<file path="src/rtl/spi_flash_reader.sv">
// SPI flash READ (0x03) initiator: shifts out {opcode, 24-bit address}, then shifts in 1..256 bytes.
// Latency: csb low for CLK_DIV*(2 + 2*(32 + 8*(len+1))) cycles; each byte appears one cycle after its last bit is sampled.
// Backpressure: req_ready is high only in IDLE; rd_valid cannot be stalled, so the consumer must take every byte.
module spi_flash_reader #(
    parameter int unsigned CLK_DIV  = 2,      // clk cycles per SCK half-period, legal 2..255
    parameter logic [7:0]  CMD_READ = 8'h03   // opcode shifted out first
) (
    input  logic        clk,
    input  logic        reset,
    input  logic        req_valid,
    output logic        req_ready,
    input  logic [23:0] req_addr,
    input  logic [7:0]  req_len,
    output logic [7:0]  rd_data,
    output logic        rd_valid,
    output logic        busy,
    output logic        done,
    output logic        flash_csb,
    output logic        flash_clk,
    output logic        flash_io0,
    input  logic        flash_io1
);

    typedef enum logic [2:0] {
        ST_IDLE,
        ST_SETUP,
        ST_SHIFT,
        ST_HOLD,
        ST_GAP
    } state_t;

    // Last count value of the half-period divider.
    localparam logic [7:0]  DIV_LAST  = 8'(CLK_DIV - 1);
    // Command plus address occupy the first 32 bit slots; data bits follow.
    localparam logic [11:0] ADDR_BITS = 12'd32;
    // Index of the last bit for a one-byte read; each extra byte adds eight.
    localparam logic [11:0] LAST_BASE = 12'd39;

    state_t      state_q,    state_d;
    logic [7:0]  div_q,      div_d;
    logic [11:0] bit_q,      bit_d;
    logic [11:0] last_bit_q, last_bit_d;
    logic [31:0] tx_q,       tx_d;
    logic [6:0]  rx_q,       rx_d;
    logic [7:0]  rd_data_q,  rd_data_d;
    logic        rd_valid_q, rd_valid_d;
    logic        done_q,     done_d;
    logic        busy_q,     busy_d;
    logic        req_ready_q, req_ready_d;
    logic        csb_q,      csb_d;
    logic        sck_q,      sck_d;
    logic        io0_q,      io0_d;

    logic        div_end;
    logic        data_bit;
    logic        accept;

    // Divider reaches the end of the current half-period (or SETUP/HOLD/GAP window).
    assign div_end  = (div_q == DIV_LAST);
    // Bit slots from 32 onward belong to the data phase; address bits never load rx.
    assign data_bit = (bit_q >= ADDR_BITS);
    assign accept   = req_valid && req_ready_q;

    // Next-state and next-output computation for the whole transfer sequence.
    always_comb begin
        state_d     = state_q;
        div_d       = div_q;
        bit_d       = bit_q;
        last_bit_d  = last_bit_q;
        tx_d        = tx_q;
        rx_d        = rx_q;
        rd_data_d   = rd_data_q;
        rd_valid_d  = 1'b0;
        done_d      = 1'b0;
        busy_d      = busy_q;
        req_ready_d = req_ready_q;
        csb_d       = csb_q;
        sck_d       = sck_q;
        io0_d       = io0_q;

        unique case (state_q)
            ST_IDLE: begin
                csb_d       = 1'b1;
                sck_d       = 1'b0;
                io0_d       = 1'b0;
                busy_d      = 1'b0;
                req_ready_d = 1'b1;
                if (accept) begin
                    // Everything the transfer needs is captured here; later
                    // changes on req_addr/req_len cannot disturb it.
                    state_d     = ST_SETUP;
                    tx_d        = {CMD_READ, req_addr};
                    last_bit_d  = LAST_BASE + {1'b0, req_len, 3'b000};
                    div_d       = 8'd0;
                    bit_d       = 12'd0;
                    csb_d       = 1'b0;
                    io0_d       = CMD_READ[7];
                    busy_d      = 1'b1;
                    req_ready_d = 1'b0;
                end
            end

            ST_SETUP: begin
                // First bit is presented for a full half-period before the
                // first low phase so the flash sees it well ahead of SCK rise.
                io0_d = tx_q[31];
                if (div_end) begin
                    div_d   = 8'd0;
                    state_d = ST_SHIFT;
                end else begin
                    div_d = div_q + 8'd1;
                end
            end

            ST_SHIFT: begin
                if (!sck_q) begin
                    // Low phase: io0 already stable, just time out the half-period.
                    if (div_end) begin
                        div_d = 8'd0;
                        sck_d = 1'b1;
                    end else begin
                        div_d = div_q + 8'd1;
                    end
                end else begin
                    // High phase: sample MISO once, at the end of its first cycle.
                    if ((div_q == 8'd0) && data_bit) begin
                        rx_d = {rx_q[5:0], flash_io1};
                        if (bit_q[2:0] == 3'd7) begin
                            rd_data_d  = {rx_q, flash_io1};
                            rd_valid_d = 1'b1;
                        end
                    end
                    if (div_end) begin
                        div_d = 8'd0;
                        sck_d = 1'b0;
                        if (bit_q == last_bit_q) begin
                            state_d = ST_HOLD;
                            io0_d   = 1'b0;
                        end else begin
                            // Falling edge: advance to the next bit; zeros shift
                            // in behind the address so MOSI is low in the data phase.
                            bit_d = bit_q + 12'd1;
                            tx_d  = {tx_q[30:0], 1'b0};
                            io0_d = tx_q[30];
                        end
                    end else begin
                        div_d = div_q + 8'd1;
                    end
                end
            end

            ST_HOLD: begin
                // Keep the chip selected with SCK low after the last rising edge.
                if (div_end) begin
                    div_d   = 8'd0;
                    state_d = ST_GAP;
                    csb_d   = 1'b1;
                    done_d  = 1'b1;
                end else begin
                    div_d = div_q + 8'd1;
                end
            end

            ST_GAP: begin
                // Deselect time before another command may start.
                if (div_end) begin
                    div_d       = 8'd0;
                    state_d     = ST_IDLE;
                    busy_d      = 1'b0;
                    req_ready_d = 1'b1;
                end else begin
                    div_d = div_q + 8'd1;
                end
            end

            default: begin
                state_d = ST_IDLE;
                csb_d   = 1'b1;
                sck_d   = 1'b0;
                io0_d   = 1'b0;
                busy_d  = 1'b0;
            end
        endcase
    end

    // State and registered outputs; reset deselects the flash immediately.
    always_ff @(posedge clk or posedge reset) begin
        if (reset) begin
            state_q     <= ST_IDLE;
            div_q       <= 8'd0;
            bit_q       <= 12'd0;
            last_bit_q  <= 12'd0;
            tx_q        <= 32'd0;
            rx_q        <= 7'd0;
            rd_data_q   <= 8'd0;
            rd_valid_q  <= 1'b0;
            done_q      <= 1'b0;
            busy_q      <= 1'b0;
            req_ready_q <= 1'b0;
            csb_q       <= 1'b1;
            sck_q       <= 1'b0;
            io0_q       <= 1'b0;
        end else begin
            state_q     <= state_d;
            div_q       <= div_d;
            bit_q       <= bit_d;
            last_bit_q  <= last_bit_d;
            tx_q        <= tx_d;
            rx_q        <= rx_d;
            rd_data_q   <= rd_data_d;
            rd_valid_q  <= rd_valid_d;
            done_q      <= done_d;
            busy_q      <= busy_d;
            req_ready_q <= req_ready_d;
            csb_q       <= csb_d;
            sck_q       <= sck_d;
            io0_q       <= io0_d;
        end
    end

    assign req_ready = req_ready_q;
    assign rd_data   = rd_data_q;
    assign rd_valid  = rd_valid_q;
    assign busy      = busy_q;
    assign done      = done_q;
    assign flash_csb = csb_q;
    assign flash_clk = sck_q;
    assign flash_io0 = io0_q;

endmodule

</file>
<file path="config.mk">
export PLATFORM = sky130hd
export DESIGN_NAME = spi_flash_reader
export DESIGN_NICKNAME = d
export VERILOG_FILES = /design/src/rtl/spi_flash_reader.sv
export SDC_FILE = /design/constraint.sdc
export NUM_CORES = 1
export LEC_CHECK = 0
export ABC_AREA = 1
export BUFFER_PORTS_ARGS = -buffer_cell sky130_fd_sc_hd__buf_2
export CORE_ASPECT_RATIO = 0.75
export CORE_MARGIN = 2
export CORE_UTILIZATION = 59
export DETAILED_ROUTE_END_ITERATION = 8
export PLACE_DENSITY = 0.8
export SYNTH_ARGS = -nofsm -noshare
export SYNTH_HDL_FRONTEND = slang
export SYNTH_SLANG_ARGS = --single-unit
export TNS_END_PERCENT = 100
</file>
<file path="constraint.sdc">
create_clock -name clk -period 3.2 [get_ports clk]
set_clock_uncertainty 0.1 [all_clocks]
set_input_delay 0.16 -clock clk [delete_from_list [all_inputs] [get_ports clk]]
set_output_delay 0.16 -clock clk [all_outputs]
set_load 0.05 [all_outputs]
</file>
==> metrics <==
clock share of power=0.188; Placer Congestion=0.841; dpl cell area=4870 sq um; Fin. Hold Viols=0; commonest non-fill, non-tap cell in the layout=nand2_1; final wirelength=9.85 mm; clk root buf=clkbuf_8; H-tree levels=3; setup_tns=0 ps; initial antenna violation count=0; Multi-input gate area=2090 sq um; Hold Startpoint=req_len[2]; P per Cell Area=845 nW/um^2; headroom to the max-slew limit=0.507; main combinational cell family by area after synthesis=simple AND/OR/NAND/NOR gates; All-Layer GR Usage=0.247; hold path depth=4; Synth area leaders=dfrtp_1 (47%), nand2_1 (22%), nand3_1 (6.4%); reg2reg start=state_q[0]$_DFFE_PP0P_; DR DRC count=0; Slew @ Worst Pin=738 ps; total gr overflow=0; die width=106 um; CP required=3340 ps; kind of critical path=reg2reg; Detail Route Antenna Nets=0; worst skew pair latency=360 ps; Mapped Cells=619; Tcrit/Tclk final=0.798; Inserted Clock Buffers=9; clk sinks=87; P_sw=1.94 mW; M3 GR Usage=0.0495; P_leak=2.75 nW; combinational power share=0.440; min cycle time layout=2560 ps; busiest grt layer=met2; Core Footprint=7430 sq um; area share of fa/ha/maj cells after synthesis=0.0191; routing usage on met2=0.399; Worst-path clk slew=80 ps; max-slew violations=0; FF-to-FF path depth=9; type of the most critical hold path=in2reg; Post-Synth Simple-Gate Area=0.366; RSZ-0062 raised after global routing=false; post-route cell area=5130 sq um; die area=8520 sq um; top cell type's share of synthesized area=0.468; CP Max Fanout=45; wire length per cell=12.8 um; most frequent cells in the layout=nand2_1 (268), dfrtp_1 (86), nand3_1 (59), buf_2 (50), inv_1 (45); vias in the first global route=3825; cell taking the most area after synthesis=dfrtp_1; Sw Ratio=0.448; largest net degree at the start of global routing=46; TritonCTS clock tree=yes; worst-case clock buffer depth=2; met1 usage=0.343; Crit. End Element=register; WHS Endpoint=last_bit_q[5]$_DFFE_PP0P_; Compound-Gate Fraction of Synth Area=0.0493; DRT iter0 DRCs=360; Worst VDD drop=0.437 mV; postcts setup bufs=0; max_cap viols=0; CP Launch Type=register; Post-Synth XOR/XNOR Area=0.0210; status=finished, final reports clean; Max Freq=391 MHz; syn nets=662; r2r setup slk=640 ps; Critical Path AT=2700 ps; Initial Utilization=0.619; vias per cell=5.25; Synthesis Warnings=0; multiplexer share of the synthesized area=0; Synth Register Bits=87; ant diodes=0; row count=27; total power=4.34 mW; share of cells above drive strength 1=0.127; chip height=80.4 um; Avg Inst Size Synth=7.43 sq um; Seq pwr share=0.372; Seq/Total Area, Yosys=0.474; Final Setup Violations=0; Final nets=709; FF+latch area=2180 sq um; IO Pins=51; synthesized area=4600 sq um; first-pass GRT wire length=16.9 mm; library cells used by synthesis=36; Pint=2.39 mW; fillers=612; drt first pass iters=5; reg2reg end=tx_q[18]$_DFFE_PP0P_; routed via count=4044; PortBufs=50; post-DP HPWL=6.69 mm; area grow syn2layout=11.6%
[state kept, by name, summed over array words and instances (netlist names), 3 cells and up]
register,cells
div_q,8
tx_q,32
rx_q,7
state_q,3
bit_q,12
last_bit_q,10
rd_data,8
[timing repair]
item | in CTS | in global routing
gates resized for setup | 0 | 0
hold endpoints to repair | 45 | 0
hold buffers | 6 | 0
[routing by layer]
layer / up-vias / share of wire
met5: - / 0
met4: 0 / 0.0067
met3: 7 / 0.046
met2: 95 / 0.46
met1: 1913 / 0.49
li1: 2029 / -
[kinds of logic after synthesis]
logic type / count (synthesis)
flip-flops: 87
AND/OR/NAND/NOR: 397
AO/OA/AOI/OAI: 43
XOR/XNOR: 11
adder cells (fa/ha/maj): 7
buffers and inverters: 74
[cell type report]
| type | instances | area share |
|---|---|---|
| sequential | 87 | 0.425 |
| inverter | 49 | 0.0361 |
| multi-input combinational | 458 | 0.408 |
| timing repair buffer | 61 | 0.0678 |
| clock buffer | 10 | 0.0249 |
| clock inverter | 4 | 0.0141 |
| tap | 101 | 0.0246 |
[cell usage after synthesis]
cell	number
buf_4	1
o31ai_1	1
o22ai_1	1
nand3_1	59
nand3b_1	10
or2_1	1
ha_1	7
clkbuf_2	1
or2_2	2
buf_2	10
nand3_2	1
nand2_1	268
nand2_2	3
xor2_1	9
o211ai_1	1
nand2_4	1
nor3_1	4
inv_2	2
o21ai_1	4
dfrtp_1	86
dfstp_2	1
buf_6	4
nand4_1	5
nor3b_1	1
clkbuf_1	9
inv_1	46
a31oi_1	1
o21ai_0	28
xnor2_1	2
a21oi_1	6
nor2_1	37
clkinv_1	1
o21ai_2	1
nor2_8	1
nor2_2	3
nor2_4	1
[worst max-delay path, stage by stage (launching register included)]
cell and delay (ps):
dfrtp_1 480, nor2_4 70, nand2_2 250, inv_2 120, o21ai_2 110, nand2_2 120
nor2_8 480, nand2_4 440, nand2_1 170, nand2_1 80
[per-stage QoR]
step | instances | hold slack, ps | utilization | setup slack (ps)
4_1_cts | 770 | 7.74 | 0.690 | 672
6_report | 770 | 22.3 | 0.690 | 645
3_3_place_gp | 750 | 196 | 0.655 | 801
2_1_floorplan | 619 | 177 | - | 691
3_5_place_dp | 750 | 213 | 0.655 | 711
5_1_grt | 770 | 41.5 | 0.690 | 416
[power groups by stage]
stage	Clock, mW	Sequential (mW)	Combinational, mW
floorplan	0	1.66	1.54
global placement	0	1.61	1.83
detailed placement	0	1.63	1.88
CTS	0.825	1.61	1.90
global route	0.865	1.65	2.18
finish	0.817	1.61	1.91
[how the worst max path moves through the flow]
stage,from,to,depth (start not counted)
after floorplan,reset,bit_q[0]$_DFFE_PP0P_,1
after global placement,state_q[0]$_DFFE_PP0P_,tx_q[1]$_DFFE_PP0P_,9
after detailed placement,state_q[0]$_DFFE_PP0P_,tx_q[31]$_DFFE_PP0P_,9
after CTS,state_q[0]$_DFFE_PP0P_,tx_q[18]$_DFFE_PP0P_,9
after global routing,state_q[0]$_DFFE_PP0P_,tx_q[30]$_DFFE_PP0P_,9
final,state_q[0]$_DFFE_PP0P_,tx_q[18]$_DFFE_PP0P_,9
Note: power is estimated with default switching activity, not from simulation.
